==> src/rtl/key_debouncer_defs.sv <==
// key_debouncer_defs: shared state encodings and sizing helper for the key debouncer
package key_debouncer_defs;
  localparam logic [2:0] ST_IDLE         = 3'd0;
  localparam logic [2:0] ST_PRESS_WAIT   = 3'd1;
  localparam logic [2:0] ST_PRESSED      = 3'd2;
  localparam logic [2:0] ST_REPEAT       = 3'd3;
  localparam logic [2:0] ST_RELEASE_WAIT = 3'd4;
  typedef enum logic [2:0] {
    IDLE         = ST_IDLE,
    PRESS_WAIT   = ST_PRESS_WAIT,
    PRESSED      = ST_PRESSED,
    REPEAT       = ST_REPEAT,
    RELEASE_WAIT = ST_RELEASE_WAIT
  } state_e;
  function automatic int max3(input int a, input int b, input int c);
    int m;
    m = (a > b) ? a : b;
    return (m > c) ? m : c;
  endfunction
endpackage

==> src/rtl/sync_2ff.sv <==
// sync_2ff: two-flop synchronizer for asynchronous inputs
module sync_2ff #(
  parameter int              WIDTH     = 1,
  parameter logic [WIDTH-1:0] RESET_VAL = '0
) (
  input  logic             clk_i,
  input  logic             rstn_i,
  input  logic [WIDTH-1:0] d_i,
  output logic [WIDTH-1:0] q_o
);
  logic [WIDTH-1:0] meta_q;
  logic [WIDTH-1:0] sync_q;
  // first flop may go metastable; second flop gives it a cycle to resolve
  always_ff @(posedge clk_i or negedge rstn_i) begin
    if (!rstn_i) begin
      meta_q <= RESET_VAL;
      sync_q <= RESET_VAL;
    end else begin
      meta_q <= d_i;
      sync_q <= meta_q;
    end
  end
  assign q_o = sync_q;
endmodule

==> src/rtl/key_debouncer.sv <==
// key_debouncer: debounces a raw button and emits press, release and auto-repeat pulses
module key_debouncer
  import key_debouncer_defs::*;
#(
  parameter int DEBOUNCE_CYCLES = 1000000,
  parameter int HOLD_CYCLES     = 50000000,
  parameter int REPEAT_CYCLES   = 10000000
) (
  input  logic clk_i,
  input  logic rstn_i,
  input  logic btn_i,
  input  logic repeat_en_i,
  output logic btn_state_o,
  output logic btn_was_pressed_o,
  output logic btn_was_released_o
);
  localparam int CW = $clog2(max3(DEBOUNCE_CYCLES, HOLD_CYCLES, REPEAT_CYCLES) + 1);
  localparam logic [CW-1:0] DEB_LAST  = CW'(DEBOUNCE_CYCLES - 1);
  localparam logic [CW-1:0] HOLD_LAST = CW'(HOLD_CYCLES - 1);
  localparam logic [CW-1:0] REP_LAST  = CW'(REPEAT_CYCLES - 1);

  logic          sync;
  state_e        state_q, state_d;
  logic [CW-1:0] cnt_q, cnt_d;
  logic          btn_state_q, btn_state_d;
  logic          pressed_q, pressed_d;
  logic          released_q, released_d;

  sync_2ff #(.WIDTH(1), .RESET_VAL(1'b0)) u_sync (
    .clk_i (clk_i),
    .rstn_i(rstn_i),
    .d_i   (btn_i),
    .q_o   (sync)
  );

  // next-state, shared counter and pulse decode; release always wins over timers
  always_comb begin
    state_d    = state_q;
    cnt_d      = cnt_q;
    pressed_d  = 1'b0;
    released_d = 1'b0;
    case (state_q)
      IDLE: begin
        if (sync) begin
          state_d = PRESS_WAIT;
          cnt_d   = '0;
        end
      end
      PRESS_WAIT: begin
        if (!sync) begin
          state_d = IDLE;
          cnt_d   = '0;
        end else if (cnt_q == DEB_LAST) begin
          state_d   = PRESSED;
          cnt_d     = '0;
          pressed_d = 1'b1;
        end else cnt_d = cnt_q + 1'b1;
      end
      PRESSED: begin
        if (!sync) begin
          state_d = RELEASE_WAIT;
          cnt_d   = '0;
        end else if (cnt_q == HOLD_LAST) begin
          if (repeat_en_i) begin
            state_d   = REPEAT;
            cnt_d     = '0;
            pressed_d = 1'b1;
          end
        end else cnt_d = cnt_q + 1'b1;
      end
      REPEAT: begin
        if (!sync) begin
          state_d = RELEASE_WAIT;
          cnt_d   = '0;
        end else if (!repeat_en_i) begin
          state_d = PRESSED;
          cnt_d   = HOLD_LAST;
        end else if (cnt_q == REP_LAST) begin
          cnt_d     = '0;
          pressed_d = 1'b1;
        end else cnt_d = cnt_q + 1'b1;
      end
      RELEASE_WAIT: begin
        if (sync) begin
          state_d = PRESSED;
          cnt_d   = '0;
        end else if (cnt_q == DEB_LAST) begin
          state_d    = IDLE;
          cnt_d      = '0;
          released_d = 1'b1;
        end else cnt_d = cnt_q + 1'b1;
      end
      default: begin
        state_d = IDLE;
        cnt_d   = '0;
      end
    endcase
    btn_state_d = (state_d == PRESSED) || (state_d == REPEAT) || (state_d == RELEASE_WAIT);
  end

  // state, counter and registered outputs
  always_ff @(posedge clk_i or negedge rstn_i) begin
    if (!rstn_i) begin
      state_q     <= IDLE;
      cnt_q       <= '0;
      btn_state_q <= 1'b0;
      pressed_q   <= 1'b0;
      released_q  <= 1'b0;
    end else begin
      state_q     <= state_d;
      cnt_q       <= cnt_d;
      btn_state_q <= btn_state_d;
      pressed_q   <= pressed_d;
      released_q  <= released_d;
    end
  end

  assign btn_state_o        = btn_state_q;
  assign btn_was_pressed_o  = pressed_q;
  assign btn_was_released_o = released_q;
endmodule

==> config.mk <==
export PLATFORM = sky130hd
export DESIGN_NAME = key_debouncer
export DESIGN_NICKNAME = d
export VERILOG_FILES = /design/src/rtl/key_debouncer_defs.sv /design/src/rtl/sync_2ff.sv /design/src/rtl/key_debouncer.sv
export SDC_FILE = /design/constraint.sdc
export NUM_CORES = 1
export LEC_CHECK = 0
export CAP_MARGIN = 0
export CORE_UTILIZATION = 55
export CTS_BUF_LIST = sky130_fd_sc_hd__clkbuf_2
export DETAILED_ROUTE_END_ITERATION = 8
export PLACE_DENSITY = 0.71
export SLEW_MARGIN = 10
export SYNTH_ARGS = -nofsm -noshare
export SYNTH_HDL_FRONTEND = slang
export SYNTH_SLANG_ARGS = --single-unit
==> constraint.sdc <==
create_clock -name clk_i -period 3 [get_ports clk_i]
set_clock_uncertainty 0.1 [all_clocks]
set_input_delay 0.45 -clock clk_i [delete_from_list [all_inputs] [get_ports clk_i]]
set_output_delay 0.45 -clock clk_i [all_outputs]
set_load 0.01 [all_outputs]
==> flow_metrics.tcl, run 1 <==
set metrics [dict create \
    outcome "finished with violations" \
    violations "negative hold slack" \
    cts_max_level 2 \
    cts_tree "done" \
    rsz0062_at_grt "false" \
    clk_pin_slew_worst_paths_ns 0.19 \
    via_per_inst 6.485 \
    tns_ns 0 \
    reg2reg_from "cnt_q[10]$_DFFE_PN0P_" \
    synth.avg_cell_area_um2 8.629 \
    power_density_mw_per_mm2 401.4 \
    numCtsBuffers 5 \
    ys_warn_count 0 \
    area_growth_pct 3.567 \
    root_buffer "clkbuf_2" \
    die_h_um 64.88 \
    hold_class "in -> async" \
    netlist_instances 252 \
    synthXorXnorAreaFrac 0 \
    grt_pass1_vias 1733 \
    placed_cell_area_mm2 0.002217 \
    n_fill_cell 349 \
    muxShareOfSynthArea 0 \
    syn_nets 257 \
    ys_top_cells_by_count "dfrtp_1, nand2_1, a31oi_1" \
    worstSkewPairLatency_ns 0.40 \
    max_slew_margin 0.4887 \
    hpwl_um 3377 \
    grt_max_degree 35 \
    hold_ws_ns -0.01116 \
    synthAdderAreaFrac 0.005754 \
    min_period_ns 2.774 \
    place_congestion 0.7831 \
    synth_most_common_cell "dfrtp_1" \
    instances_no_fill 299 \
    post-cts-setup-buffers 0 \
    antenna_found_initial 0 \
    wl_per_cell_um 16.65 \
    portBuffers 6 \
    synth_top_area_share 0.3913 \
    rows 22 \
    ant_nets 0 \
    fmax_ghz 0.3605 \
    finalHoldViolations 9 \
    cts.sinks 34 \
    stdcell_area_mm2 0.002252 \
    ios 7 \
    critical_path_class "reg -> reg" \
    grt-ovfl-total 0 \
    synth-seq-cells 34 \
    post-place-cells 292 \
    crit_required_ns 3.14 \
    yosysSeqAreaShare 0.3913 \
    arrival_ns 2.91 \
    die_w_um 64.88 \
    synth.distinct_cells 45 \
    synth_area_mm2 0.002175 \
    die_area_mm2 0.004209 \
    ys_top_cells_by_area "dfrtp_1, a31oi_1, a211oi_1" \
    synth_top_family_by_area "simple AND/OR/NAND/NOR gates" \
    drive_gt1_frac 0.1036 \
    reg2regPathDepth 6 \
    crit_path_max_fanout 34 \
    cap_viol_max_count 0 \
    critPathLaunch "cnt_q[10]$_DFFE_PN0P_" \
    core_mm2 0.003716 \
    leakage_nw 0.8865 \
    route.detailed.drc 0 \
    wl_um 4978 \
    antenna_cells 0 \
    worstSetupEndpointType "flop" \
    ctsResizeCount 0 \
    cts_hold_buf 0 \
    vdd_drop_max_uv 309.0 \
    worst_pin_slew_ns 0.7670 \
    num-nets-final 256 \
    async_flop_share 1.000 \
    vias 1939 \
    period_share 0.9245 \
    synthSimpleGateAreaFrac 0.2900 \
    drv_slew 0 \
    initial_core_util 0.5852 \
    synthFlopType "dfrtp_1" \
    dr.pass1.iters 4 \
    synth_enable_flop_cells 0 \
    synth_compound_area_frac 0.2486 \
    grt_use_total 0.2714 \
    grt_pass1_wl_um 8673 \
    setup_viol 0 \
    start_kind "flop" \
    clock_path_buffers 2 \
    yosysTopAreaCell "dfrtp_1" \
    drt_iter0_drc 189 \
]
## final timing paths
path	to	slack, ns
setup / recovery	cnt_q[2]$_DFFE_PN0P_	0.23
hold / removal	cnt_q[19]$_DFFE_PN0P_	-0.01
setup reg to reg	cnt_q[2]$_DFFE_PN0P_	0.23
hold reg to reg	u_sync.q_o$_DFF_PN0_	0.31
max in group asynchronous	u_sync.q_o$_DFF_PN0_	2.30
min in group clk_i	u_sync.q_o$_DFF_PN0_	0.31
## layer usage
| metal | GRT usage | wire length, um | vias to the layer above |
|---|---|---|---|
| met5 | 0 | 0 | - |
| met4 | 0.09722 | 67 | 0 |
| met1 | 0.3996 | 2524 | 926 |
| li1 | - | - | 967 |
| met2 | 0.3906 | 2203 | 40 |
| met3 | 0.05282 | 183 | 6 |
## area by class of cell
class                           instances  area [um2]  share of cell area
Timing Repair Buffer                   12       100.1             0.04444
Sequential cell                        34       850.8              0.3778
Clock buffer                            7       35.03             0.01556
Inverter                                6       22.52             0.01000
Multi-Input combinational cell        192        1184              0.5256
Tap cell                               48       60.06             0.02667
## sequential cells by signal, indices dropped and copies added, names as in the netlist
signal              count
cnt_q                  26
state_q                 3
btn_state_o             1
btn_was_pressed_o       1
btn_was_released_o      1
u_sync.meta_q           1
u_sync.q_o              1
## worst max-delay path, stage by stage, from the launching register on
cell      delay, ns
dfrtp_1        0.53
or4_4          0.61
nor4_4         0.40
a2111o_2       0.25
nand3_4        0.31
a211oi_1       0.33
a31oi_1        0.07
## cell families after synthesis
| group | count (synthesis) |
|---|---|
| simple gates | 113 |
| compound gates | 78 |
| flops | 34 |
| buf+inv | 26 |
| fa+ha+maj | 1 |
## layout by cell type, fill, tap and decap left out, types with 2 or more instances in the layout
cell type / synthesis / layout
nand2_1: 26 / 26
nand4_1: 8 / 8
a31oi_1: 25 / 25
nand3_1: 16 / 16
nor2_1: 19 / 19
a211oi_1: 13 / 13
nor4_1: 6 / 6
o41ai_1: 2 / 2
nor3_1: 6 / 6
a21o_1: 2 / 2
clkdlybuf4s50_1: 0 / 5
o31ai_1: 3 / 3
buf_4: 0 / 6
and3_1: 9 / 9
a32oi_1: 2 / 2
or4b_2: 2 / 2
and4b_1: 2 / 2
o21ai_0: 10 / 10
dfrtp_1: 34 / 34
nand2b_1: 5 / 5
inv_1: 6 / 6
and4_1: 2 / 2
and2_1: 2 / 2
clkbuf_2: 0 / 7
a21oi_1: 9 / 9
a41oi_1: 4 / 4
## metrics by stage
stage / hold slack (ns) / power [W] / util / setup WS, ns
global route: 0.04197 / 0.0009560 / 0.6061 / 0.04759
detailed placement: 0.2417 / 0.0006943 / 0.5966 / 0.2906
CTS: 0.02129 / 0.0009091 / 0.6061 / 0.2591
finish: -0.01116 / 0.0009039 / 0.6061 / 0.2264
global placement: 0.2341 / 0.0006916 / 0.5966 / 0.3075
floorplan: 0.05441 / 0.0006601 / - / 0.6602
## power by group
group | internal (W) | total [W] | leakage, nW | switching [W]
clock network | 0.0000606 | 0.000218 | 0.0291 | 0.000158
logic | 0.0000499 | 0.000114 | 0.398 | 0.0000641
registers | 0.000503 | 0.000572 | 0.459 | 0.0000691
total | 0.000613 | 0.000904 | 0.887 | 0.000291
(Power assumes the default switching activity.)
==> inputs of run 2 (changes only) <==
Settings changed: GPL_TIMING_DRIVEN from default to 0, SKIP_LAST_GASP from default to 1.
==> run 2 against run 1 <==
Wire length grew 9.6%. Clock power down 2%. Largest cell class unchanged. Via count is 6.3% higher. The run still ends with negative hold slack left. Critical path type unchanged.
==> flow_metrics.tcl, run 2 (synthesis results as in run 1) <==
set metrics [dict create \
    grt-ovfl-total 0 \
    path_delay_family "simple AND/OR/NAND/NOR gates" \
    cts_hold_buf 0 \
    die_h_um 64.88 \
    vdd_drop_max_uv 279.3 \
    critical_path_class "reg -> reg" \
    drv_slew 0 \
    period_share 0.9430 \
    drive_gt1_frac 0.1090 \
    min_period_ns 2.829 \
    portBuffers 6 \
    crit_top_cell "nand3_1" \
    wl_per_cell_um 17.38 \
    finalHoldViolations 9 \
    drt_iter0_drc 215 \
    tns_ns 0 \
    hpwl_um 3803 \
    hold_class "in -> async" \
    worst_slack_ns 0.1709 \
    arrival_ns 3.03 \
    die_area_mm2 0.004209 \
    rows 22 \
    clock_path_buffers 2 \
    route.detailed.drc 0 \
    initial_core_util 0.5852 \
    worstSetupEndpointType "flop" \
    ctsResizeCount 0 \
    numCtsBuffers 5 \
    root_buffer "clkbuf_2" \
    placed_cell_area_mm2 0.002290 \
    start_kind "flop" \
    stdcell_area_mm2 0.002328 \
    grt_max_degree 35 \
    violations "negative hold slack" \
    fmax_ghz 0.3535 \
    crit_path_max_fanout 8 \
    final_cell_mix "dfrtp_1, nand2_1, a31oi_1" \
    reg_top3 "cnt_q x26, state_q x3" \
    grt_use_total 0.2900 \
    leakage_nw 0.9194 \
    slowest_delay_ns 0.81 \
    final_common_cell "dfrtp_1" \
    area_growth_pct 7.077 \
    path_buf_inv 0 \
    dp_slack_ns 0.2442 \
    antenna_found_initial 0 \
    dr.pass1.iters 4 \
    max_slew_margin 0.1365 \
    wl_um 5456 \
    power_density_mw_per_mm2 395.7 \
    clk_pin_slew_worst_paths_ns 0.18 \
    core_mm2 0.003716 \
    top_register "cnt_q" \
    die_w_um 64.88 \
    rsz0062_at_grt "false" \
    ant_nets 0 \
    hold_ws_ns -0.007235 \
    via_per_inst 6.564 \
    cts_tree "done" \
    post-cts-setup-buffers 0 \
    ios 7 \
    setup_viol 0 \
    place_congestion 0.9439 \
    antenna_cells 0 \
    grt_pass1_vias 1802 \
    post-route-util 0.6266 \
    outcome "finished with violations" \
    cap_viol_max_count 0 \
    slowest_stage "nor4_1" \
    crit_chain "ha_1, nand3_1, nor4_1, nand3_1, nor3_1, nand2b_1, a31oi_1" \
    crit_required_ns 3.20 \
    num-nets-final 270 \
    cts.sinks 34 \
    worst_pin_slew_ns 1.283 \
    vias 2061 \
    cts_max_level 2 \
    largest_register_ffs 26 \
    n_fill_cell 335 \
    grt_pass1_wl_um 9066 \
    worstSkewPairLatency_ns 0.40 \
]
run 2: where the power goes:
group / leakage [nW] / switching, W / internal (W)
combinational: 0.430 / 0.0000906 / 0.0000613
clock: 0.0304 / 0.000157 / 0.0000572
sequential: 0.459 / 0.0000526 / 0.000502
run 2: per-stage QoR:
stage	power, W	cells
detailed placement	0.0007123	306
CTS	0.0009291	314
floorplan	0.0006601	252
finish	0.0009214	314
global placement	0.0007120	306
global route	0.0009783	314
run 2: worst reg2reg max path: stages (launching register included):
cell and delay (ns):
dfrtp_1 0.44, ha_1 0.23, nand3_1 0.26, nor4_1 0.81, nand3_1 0.36, nor3_1 0.33, nand2b_1 0.16, a31oi_1 0.08
run 2: path summary, 6_finish.rpt:
path	to	slack, ns	from	cells past startpoint
min	cnt_q[20]$_DFFE_PN0P_	-0.007	rstn_i	1
max in group asynchronous	u_sync.q_o$_DFF_PN0_	2.30	rstn_i	1
min reg2reg	u_sync.q_o$_DFF_PN0_	0.27	u_sync.meta_q$_DFF_PN0_	0
max reg2reg	cnt_q[20]$_DFFE_PN0P_	0.17	cnt_q[0]$_DFFE_PN0P_	7
max	cnt_q[20]$_DFFE_PN0P_	0.17	cnt_q[0]$_DFFE_PN0P_	7
min in group clk_i	u_sync.q_o$_DFF_PN0_	0.27	u_sync.meta_q$_DFF_PN0_	0
run 2: final cells by class:
class                           instances  area [um2]  area share
Clock inverter                          2       8.758    0.003761
Tap cell                               48       60.06     0.02579
Timing Repair Buffer                    6       55.05     0.02364
Buffer                                 20       117.6     0.05051
Clock buffer                            6       30.03     0.01290
Sequential cell                        34       850.8      0.3654
Multi-Input combinational cell        192        1184      0.5083
Inverter                                6       22.52    0.009672
run 2: metal layers:
layer	up-vias	wire length [um]	part of all wire	track usage
met5	-	0	0	0
met4	0	144	0.026	0.1278
met3	11	430	0.079	0.06690
met2	84	2341	0.43	0.4102
met1	969	2540	0.47	0.4175
li1	997	-	-	-
==> inputs of run 3 (changes only) <==
Settings changed: CORE_UTILIZATION 55 to 62, GPL_ROUTABILITY_DRIVEN from default to 0, PLACE_DENSITY 0.71 to 0.78, SYNTH_HIERARCHICAL from default to 1.
==> run 3 against run 2 <==
Largest power group unchanged. First-iteration DRC count increased by 5.6%. The flow still finishes with violations (negative hold slack). Sequential power decreased by 6.8%. Power decreased by 10%. Core utilization increased by 10 points. Maximum frequency decreased by 1.6%. Sequential share of layout area increased by 0.91 points. Combinational power decreased by 36%. Non-clock buffer count decreased by 3. Register-to-register slack got worse by 0.05 ns. Clock power about the same. Via count decreased by 0.73%.
==> flow_metrics.tcl, run 3 <==
set metrics [dict create \
    outcome "finished with violations" \
    violations "negative hold slack" \
    worst_pin_slew_ns 0.7430 \
    m1WireLength_um 2336 \
    setup_viol 0 \
    drive_gt1_frac 0.08846 \
    wl_um 5295 \
    ys_warn_count 6 \
    reg2reg_from "cnt_q[22]$_DFFE_PN0P_" \
    path_depth 8 \
    internal-power_w 0.0005774 \
    netlist_instances 246 \
    grt_pass1_vias 1848 \
    drt_iter0_drc 227 \
    portBuffers 6 \
    numCtsBuffers 5 \
    synth_top_area_share 0.4043 \
    num-nets-final 264 \
    leakage_nw 0.8927 \
    p_total_w 0.0008284 \
    power_density_mw_per_mm2 364.6 \
    slowest_delay_ns 0.54 \
    via_per_inst 6.730 \
    vias 2046 \
    hold_ws_ns -0.01196 \
    cap_viol_max_count 0 \
    period_share 0.9587 \
    rows 20 \
    start_kind "flop" \
    wl_met3_um 366 \
    path_delay_family "simple AND/OR/NAND/NOR gates" \
    highest_layer "met4" \
    cts_hold_buf 0 \
    cts_tree "done" \
    crit_path_max_fanout 10 \
    grt_use_total 0.3339 \
    synth_enable_flop_cells 0 \
    power_frac_clock 0.258 \
    ys_top_cells_by_area "dfrtp_1, a31oi_1, nand2_1" \
    slowest_stage "o41ai_4" \
    dr.pass1.iters 5 \
    switching_share 0.3030 \
    rsz0062_at_grt "false" \
    root_buffer "clkbuf_2" \
    r2r_end "cnt_q[5]$_DFFE_PN0P_" \
    critical_path_class "reg -> reg" \
    antenna_found_initial 0 \
    ios 7 \
    area_growth_pct 7.967 \
    r2r_slack_ns 0.12 \
    max_slew_margin 0.4994 \
    initial_core_util 0.6728 \
    synth-seq-cells 34 \
    syn_nets 251 \
    worstSkewPairLatency_ns 0.39 \
    yosysTopAreaCell "dfrtp_1" \
    arrival_ns 3.06 \
    worstSetupEndpointType "flop" \
    ant_nets 0 \
    synth.distinct_cells 49 \
    grt_pass1_wl_um 8894 \
    switchingPower_w 0.0002510 \
    p_seq_frac 0.624 \
    reg_top3 "cnt_q x26, state_q x3" \
    antenna_cells 0 \
    min_period_ns 2.876 \
    cp-endpoint "cnt_q[5]$_DFFE_PN0P_" \
    crit_chain "clkbuf_1, nor4b_2, nand4b_1, o41ai_4, nand3_2, buf_2, a211oi_1, a31oi_1" \
    critPathLaunch "cnt_q[22]$_DFFE_PN0P_" \
    final_common_cell "dfrtp_1" \
    clock_path_buffers 2 \
    vdd_drop_max_uv 246.7 \
    tns_ns 0 \
    die_w_um 60.26 \
    reg2regPathDepth 8 \
    yosysSeqAreaShare 0.4043 \
    hpwl_um 3769 \
    async_flop_share 1.000 \
    die_h_um 60.26 \
    largest_register_ffs 26 \
    hold_class "in -> async" \
    core_mm2 0.003128 \
    wl_per_cell_um 17.42 \
    ys_top_cells_by_count "dfrtp_1, nand2_1, a31oi_1" \
    die_area_mm2 0.003631 \
    fmax_ghz 0.3477 \
    synthFlopType "dfrtp_1" \
    drv_slew 0 \
    wl_met2_um 2469 \
    synth_most_common_cell "dfrtp_1" \
    cts.sinks 34 \
    final_cell_mix "dfrtp_1, nand2_1, a31oi_1" \
    grt-ovfl-total 0 \
    n_fill_cell 271 \
    clk_pin_slew_worst_paths_ns 0.19 \
    synth_area_mm2 0.002105 \
    synth.avg_cell_area_um2 8.555 \
    route.detailed.drc 0 \
    grt_max_degree 35 \
    path_buf_inv 2 \
    cts_max_level 2 \
    comb_power_share 0.118 \
    finalHoldViolations 10 \
    crit_required_ns 3.18 \
    top_register "cnt_q" \
]
[run 3: repair_timing]
item	CTS	global route
endpoints found under the setup margin	0	10
setup buffers	0	0
resized for setup	0	2
endpoints found under the hold margin	0	0
[run 3: final cells by class]
type	instances	area, um2	area share
multi-input cells	192	1186	0.5220
flip-flops and latches	34	850.8	0.3744
plain buffers	17	75.07	0.03304
repair buffers	6	55.05	0.02423
well taps	44	55.05	0.02423
clock buffers	6	30.03	0.01322
inverters	3	11.26	0.004956
clock inverters	2	8.758	0.003855
[run 3: worst reg2reg max path: stages, from the launching register on]
cell and delay (ns):
dfrtp_1 0.39, clkbuf_1 0.21, nor4b_2 0.43, nand4b_1 0.26, o41ai_4 0.54, nand3_2 0.23
buf_2 0.26, a211oi_1 0.27, a31oi_1 0.09
[run 3: how the worst min path moves through the flow]
stage	from	end	slack (ns)
6_report	rstn_i	cnt_q[6]$_DFFE_PN0P_	-0.01
5_1_grt	rstn_i	cnt_q[6]$_DFFE_PN0P_	0.04
4_1_cts	rstn_i	cnt_q[6]$_DFFE_PN0P_	0.02
3_5_place_dp	u_sync/meta_q$_DFF_PN0_	u_sync/q_o$_DFF_PN0_	0.25
3_3_place_gp	u_sync/meta_q$_DFF_PN0_	u_sync/q_o$_DFF_PN0_	0.23
2_1_floorplan	rstn_i	btn_state_o$_DFF_PN0_	0.05
[run 3: through the flow]
| step | worst slack (ns) | hold slack (ns) | utilization | std cells | cell area [um2] |
|---|---|---|---|---|---|
| finish | 0.1239 | -0.01196 | 0.7264 | 304 | 2272 |
| floorplan | 0.5235 | 0.05441 | - | 246 | 2105 |
| global route | 0.01633 | 0.04181 | 0.7264 | 304 | 2272 |
| detailed placement | 0.08796 | 0.2465 | 0.7080 | 296 | 2215 |
| CTS | 0.09413 | 0.02168 | 0.7204 | 304 | 2253 |
| global placement | 0.2255 | 0.2348 | 0.7096 | 296 | 2220 |
[run 3: cells by family after synthesis]
logic type,share of synthesized area
adder cells (fa/ha/maj),0.005944
AND/OR/NAND/NOR,0.3062
AO/OA/AOI/OAI,0.2336
buffers and inverters,0.04102
flip-flops,0.4043
XOR/XNOR,0.004162
multiplexers,0.004756
[run 3: power groups by stage]
stage | Sequential (W) | Clock (W) | Combinational [W]
floorplan | 0.000515 | 0 | 0.0000643
global placement | 0.000523 | 0 | 0.0000910
detailed placement | 0.000525 | 0 | 0.0000945
CTS | 0.000516 | 0.000216 | 0.0000951
global route | 0.000520 | 0.000237 | 0.000111
finish | 0.000517 | 0.000214 | 0.0000975
[run 3: metal layers]
metal / global-route usage / vias up
li1: - / 957
met1: 0.4735 / 968
met2: 0.5149 / 103
met3: 0.06061 / 18
met4: 0.09967 / 0
met5: 0 / -
